$ cat src/rtl/reg_file_2r1w.sv
// reg_file_2r1w
// Architectural register file: 32 x DATA_WIDTH general-purpose registers with
// two combinational read ports, one synchronous write port, and a
// combinational debug observation port.
//
// Ports:
//   Clk           - clock; writes commit on the rising edge
//   Rst           - asynchronous, active-high reset
//   ReadRegister1 - read address A (rs)
//   ReadRegister2 - read address B (rt)
//   WriteRegister - write-back destination register number
//   WriteData     - write-back result
//   RegWrite      - write-back enable
//   DebugRegister - observation-port address
//   ReadData1     - contents at ReadRegister1, with same-cycle write bypass
//   ReadData2     - contents at ReadRegister2, with same-cycle write bypass
//   DebugData     - stored contents at DebugRegister, never bypassed
module reg_file_2r1w #(
   parameter int                    DATA_WIDTH = 32,
   parameter logic [DATA_WIDTH-1:0] SP_RESET   = '0
) (
   input  logic                  Clk,
   input  logic                  Rst,
   input  logic [4:0]            ReadRegister1,
   input  logic [4:0]            ReadRegister2,
   input  logic [4:0]            WriteRegister,
   input  logic [DATA_WIDTH-1:0] WriteData,
   input  logic                  RegWrite,
   input  logic [4:0]            DebugRegister,
   output logic [DATA_WIDTH-1:0] ReadData1,
   output logic [DATA_WIDTH-1:0] ReadData2,
   output logic [DATA_WIDTH-1:0] DebugData
);

   localparam logic [4:0] SP_INDEX = 5'd29;

   logic [DATA_WIDTH-1:0] r_regs [32];

   logic w_wr_en;
   logic w_bypass1;
   logic w_bypass2;

   // Entry 0 is never written, so it holds its reset value of zero; reads of
   // address 0 are still forced to zero explicitly below.
   assign w_wr_en = RegWrite && (WriteRegister != 5'd0);

   always_ff @(posedge Clk or posedge Rst) begin
      if (Rst) begin
         for (int i = 0; i < 32; i++) begin
            r_regs[i] <= (5'(i) == SP_INDEX) ? SP_RESET : '0;
         end
      end else if (w_wr_en) begin
         r_regs[WriteRegister] <= WriteData;
      end
   end

   // Bypass lets ID see the value retiring this cycle. It is suppressed
   // during reset so the outputs follow the cleared storage immediately.
   assign w_bypass1 = RegWrite && !Rst && (WriteRegister == ReadRegister1);
   assign w_bypass2 = RegWrite && !Rst && (WriteRegister == ReadRegister2);

   always_comb begin
      ReadData1 = r_regs[ReadRegister1];
      if (ReadRegister1 == 5'd0) begin
         ReadData1 = '0;
      end else if (w_bypass1) begin
         ReadData1 = WriteData;
      end
   end

   always_comb begin
      ReadData2 = r_regs[ReadRegister2];
      if (ReadRegister2 == 5'd0) begin
         ReadData2 = '0;
      end else if (w_bypass2) begin
         ReadData2 = WriteData;
      end
   end

   assign DebugData = (DebugRegister == 5'd0) ? '0 : r_regs[DebugRegister];

endmodule

$ cat config.mk
export PLATFORM = sky130hd
export DESIGN_NAME = reg_file_2r1w
export DESIGN_NICKNAME = d
export VERILOG_FILES = /design/src/rtl/reg_file_2r1w.sv
export SDC_FILE = /design/constraint.sdc
export NUM_CORES = 2
export LEC_CHECK = 0
export CAP_MARGIN = 25
export CORE_MARGIN = 1
export CORE_UTILIZATION = 48
export DETAILED_ROUTE_END_ITERATION = 8
export GPL_ROUTABILITY_DRIVEN = 0
export PLACE_DENSITY = 0.68
export SLEW_MARGIN = 40
export SYNTH_ARGS = -nofsm -noshare
export SYNTH_HDL_FRONTEND = slang
export SYNTH_SLANG_ARGS = --single-unit
$ cat constraint.sdc
create_clock -name Clk -period 111.4 [get_ports Clk]
set_input_delay 22.28 -clock Clk [delete_from_list [all_inputs] [get_ports Clk]]
set_output_delay 22.28 -clock Clk [all_outputs]
set_load 0.02 [all_outputs]
# --- Word level (Yosys, flattened, before mapping) ---
# Index checks and enable logic that the tools add are counted.
totals:
  regBits: 1024
  elab_cells: 70
op_classes:
  n_lt_le_gt_ge: 5
  eq_ne: 2
  mux: 17
  bitwise_logic: 4
  reduce_logical: 10
op_table:
  columns: ["cell", "n"]
  rows:
  - ["$bwmux W1024", 1]
  - ["$bmux W32 S5", 3]
  - ["$mux W32", 12]
  - ["$demux W32 S5", 1]
  - ["$ge A6 B6 Y1 const B", 4]
  - ["$not A5 Y6", 4]
  - ["$logic_not A5 Y1", 3]
  - ["$eq A5 B5 Y1", 2]
  - ["$lt A6 B1 Y1 const B", 1]
  - ["$logic_and A1 B1 Y1", 5]
  - ["$reduce_bool A5 Y1", 1]
  - ["$logic_not A1 Y1", 1]

# --- Logic depth before layout (Yosys ltp) ---
depth:
  ltp_word: 6
  ltp_mapped: 10
  ltp_nobuf: 6

# --- Least setup slack after synthesis ---
# OpenSTA, ideal clock, no wires.
synth_timing:
  path_kind: "input to output"
  start: "input ReadRegister1[1]"
  end: "output ReadData1[10]"
  arrival_ns: 24.218
  t_required_ns: 89.120
  setup_slack_ns: 64.902
  stages: 6
  path_buffers: 2
  path_cell_list: "buf_4 > xnor2_1 > nand3_1 > or4_4 > buf_2 > o311ai_0"
synth_via:
  elab_chain_len: 6
synth_rtl:
  columns: ["element", "line", "text"]
  rows:
  - ["start: declaration", "24", "input logic [4:0] ReadRegister1,"]
  - ["$not A5 Y6 (not written as such)", "63", "ReadData1 = r_regs[ReadRegister1];"]
  - ["$bmux W32 S5", "63", null]
  - ["$mux W32 (not written as such) (2 in series)", "63", null]
  - ["$mux W32", "66", "end else if (w_bypass1) begin"]
  - ["$mux W32 *", "64", "if (ReadRegister1 == 5'd0) begin"]
  - ["end: declaration", "30", "output logic [DATA_WIDTH-1:0] ReadData1,"]
# Mark *: on every way between the ends. The rest lies on a longest branch, timed or not. The select of a mux whose other input is x is not followed.

# --- Worst setup path after layout ---
layout_timing:
  start: "input ReadRegister1[4]"
  end: "output ReadData1[2]"
# The elaborated chain is that of the path after synthesis.

==> out/metrics.yaml <==
critPathRequiredTime_ns: 89.12
seqPwrFrac_pct: 42.7
r2r_cells: 1
cts_sinks: 1024
p_sw_share_pct: 30.7
synth_area_um2: 63800
drive_above_1_share_pct: 45.6
r2r_end: "r_regs[122]"
ant_nets: 0
grt_pass1_wl_um: 343000
min_period_over_period_pct: 44.0
max_freq_ghz: 0.0204
period_needed_ns: 49.01
p_leak_nw: 29.4
fp-row-count: 133
crit_fanout: 37
ir_drop_mv: 0.0154
cts-buffers-inserted: 109
antenna_found_initial: 5
dp.cells: 6127
dieArea_um2: 134000
max-slew-margin-rel_pct: 33.7
fp.coreArea_um2: 132000
die_x_um: 367
critPathLaunchType: "primary input"
portBuffers: 150
clock_latency_ns: 0.73
total_power_mw: 1.21
hold_ws_ns: 0.420
hold_class: "reg2reg"
cts_tree: "yes"
synth_edf_count: 0
clkTransAtPathRegs_ns: 0.06
setup_viol: 0
drc: 0
syn_area_per_cell_um2: 13.9
arrival_ns: 26.73
fin_skew_ns: 0
viasPerCell: 7.38
place_area_um2: 66700
synthToLayoutAreaGrowth_pct: 10.4
p_int_mw: 0.836
ys.flop_type: "dfrtp_1"
grt_max_degree: 120
syn_inst: 4594
dpl.hpwl_um: 138000
cts_hold_buffers: 0
hp-start: "r_regs[1018]"
drv_slew: 0
tightest_slew_ns: 0.994
cap_violations: 0
fin_tns_setup_ns: 0
synthesis.nets: 4649
r2r-start: "r_regs[122]"
clockBufferDepth: 3
outcome: "complete, no violations"
ys_ff_latch: 1024
drt_pass1_iterations: 8
initial_core_util_pct: 48.5
top_regs: "r_regs x1024"
post_cts_resized: 0
route.vias.total: 46644
yosysSeqAreaShare_pct: 40.2
ys_warn_count: 0
hold_path_depth: 0
grt_pass1_vias: 45594
r2r_slack_ns: 110.56
largest_register_ffs: 1024
hold_path_end: "r_regs[1018]"
cts_setup_buffers: 0
grt_usage_pct: 35.4
wl_per_cell_um: 37.8
final_area_um2: 70400
pin_count: 151
endpoint_kind: "output port"
die_y_um: 367
rsz0062_at_grt: "false"
root_buffer: "clkbuf_16"
p_sw_mw: 0.371
regMostFlops: "r_regs"
overflow: 0
htree_levels: 3
crit_type: "in2out"
hold_violations: 0
combPwrFrac_pct: 26.2
synth-async-reset-ratio_pct: 100
totalWireLength_um: 239000
drtIter0Drc: 7101
ys_types: 65
final_net_count: 4542
fin_cells: 6320
clock_power_share_pct: 31.1
powerDensity_nw_per_um2: 17.1
-- final cells by class --
type	count	area, um2
fillers	10930	61200
well taps	1755	2200
flip-flops and latches	1024	25600
multi-input cells	3004	35800
clock buffers	155	3200
clock inverters	32	373
repair buffers	302	3070
inverters	46	185
diodes	2	5.00
-- power by group through the flow --
| stage | Combinational, mW | Clock, mW | Sequential [mW] |
|---|---|---|---|
| detailed placement | 0.310 | 0 | 0.517 |
| floorplan | 0.233 | 0 | 0.494 |
| finish | 0.316 | 0.376 | 0.515 |
| global placement | 0.304 | 0 | 0.512 |
| global route | 0.332 | 0.393 | 0.524 |
| CTS | 0.312 | 0.378 | 0.511 |
-- placed cells by master (no fill, tap or decap), types with 23 or more instances in the layout --
cell,synthesis,routed
dfrtp_1,1024,1024
mux2_2,987,987
mux4_2,674,674
mux2i_1,318,318
nand2_1,254,237
clkdlybuf4s50_1,0,134
clkbuf_16,0,111
buf_4,54,102
o21ai_0,97,89
a21oi_1,70,70
nand3_1,65,64
a221oi_1,54,54
nor2_1,78,52
a22oi_1,40,40
inv_1,41,39
buf_6,38,37
o22ai_1,33,33
a211oi_1,32,32
a221o_1,31,31
clkbuf_8,0,27
o21ai_1,16,24
nor3_1,32,23
-- cells by family after synthesis --
group | after synthesis | share of synthesized area, %
muxes | 1979 | 46.2
DFF | 1024 | 40.2
AOI/OAI and AO/OA | 486 | 5.28
xor gates and xnor gates | 10 | 0.137
and+or+nand+nor | 529 | 3.77
buffers and inverters | 566 | 4.46
-- worst max-delay path: stages --
cell,delay [ns]
buf_4,0.14
buf_4,0.68
buf_4,0.68
nor3_1,0.22
and2_1,0.35
nor2_2,0.57
buf_4,0.49
a221o_1,0.55
clkdlybuf4s50_1,0.70
-- cell usage after synthesis, types with 7 or more instances --
master     count  area (um2)
o21ai_1       16        80.1
inv_1         41         154
mux2i_1      318        3180
nand2_1      254         953
clkbuf_1     274        1030
nor3_1        32         160
nor2_1        78         293
buf_2        130         651
o21ai_0       97         485
and2_1        12        75.1
buf_1         18        67.6
a221oi_1      54         473
o221ai_1      11        96.3
and3_1        22         138
buf_6         38         428
or2_2          8        50.1
o32ai_1        7        61.3
a31oi_1       14        87.6
buf_4         54         405
nand3_1       65         325
a2111oi_0      7        61.3
a22o_1        13         114
dfrtp_1     1024       25600
mux4_2       674       15200
nor2b_1       15        93.8
a221o_1       31         310
a21oi_1       70         350
nand2b_1       7        43.8
o2111ai_1      7        61.3
a22oi_1       40         300
nor4_1         9        56.3
a211oi_1      32         240
o211ai_1      21         158
mux2_2       987       11100
o22ai_1       33         206
-- routing by layer --
layer / up-vias / routed length [um] / global-route usage [%]
li1: 17743 / - / -
met1: 24511 / 87200 / 47.2
met2: 3581 / 103000 / 50.4
met3: 803 / 34900 / 13.9
met4: 6 / 13900 / 17.3
met5: - / 38 / 0
-- worst max-delay path by stage --
| stage | depth (start not counted) | endpoint | start | slack, ns |
|---|---|---|---|---|
| 6_report | 9 | ReadData1[2] | ReadRegister1[4] | 62.39 |
| 5_1_grt | 9 | ReadData2[21] | ReadRegister2[1] | 62.46 |
| 4_1_cts | 9 | ReadData2[21] | ReadRegister2[1] | 62.60 |
| 3_5_place_dp | 9 | ReadData2[21] | ReadRegister2[1] | 62.64 |
| 3_3_place_gp | 9 | ReadData2[21] | ReadRegister2[1] | 61.88 |
| 2_1_floorplan | 1 | r_regs[0] | Rst | 60.30 |
-- stage by stage --
| step | setup WS [ns] | util [%] |
|---|---|---|
| after global routing | 62.46 | 53.5 |
| final | 62.39 | 53.5 |
| after CTS | 62.60 | 53.4 |
| after detailed placement | 62.64 | 50.6 |
| after floorplan | 60.30 | - |
| after global placement | 61.88 | 50.3 |
Note: power is estimated with default switching activity, not from simulation.
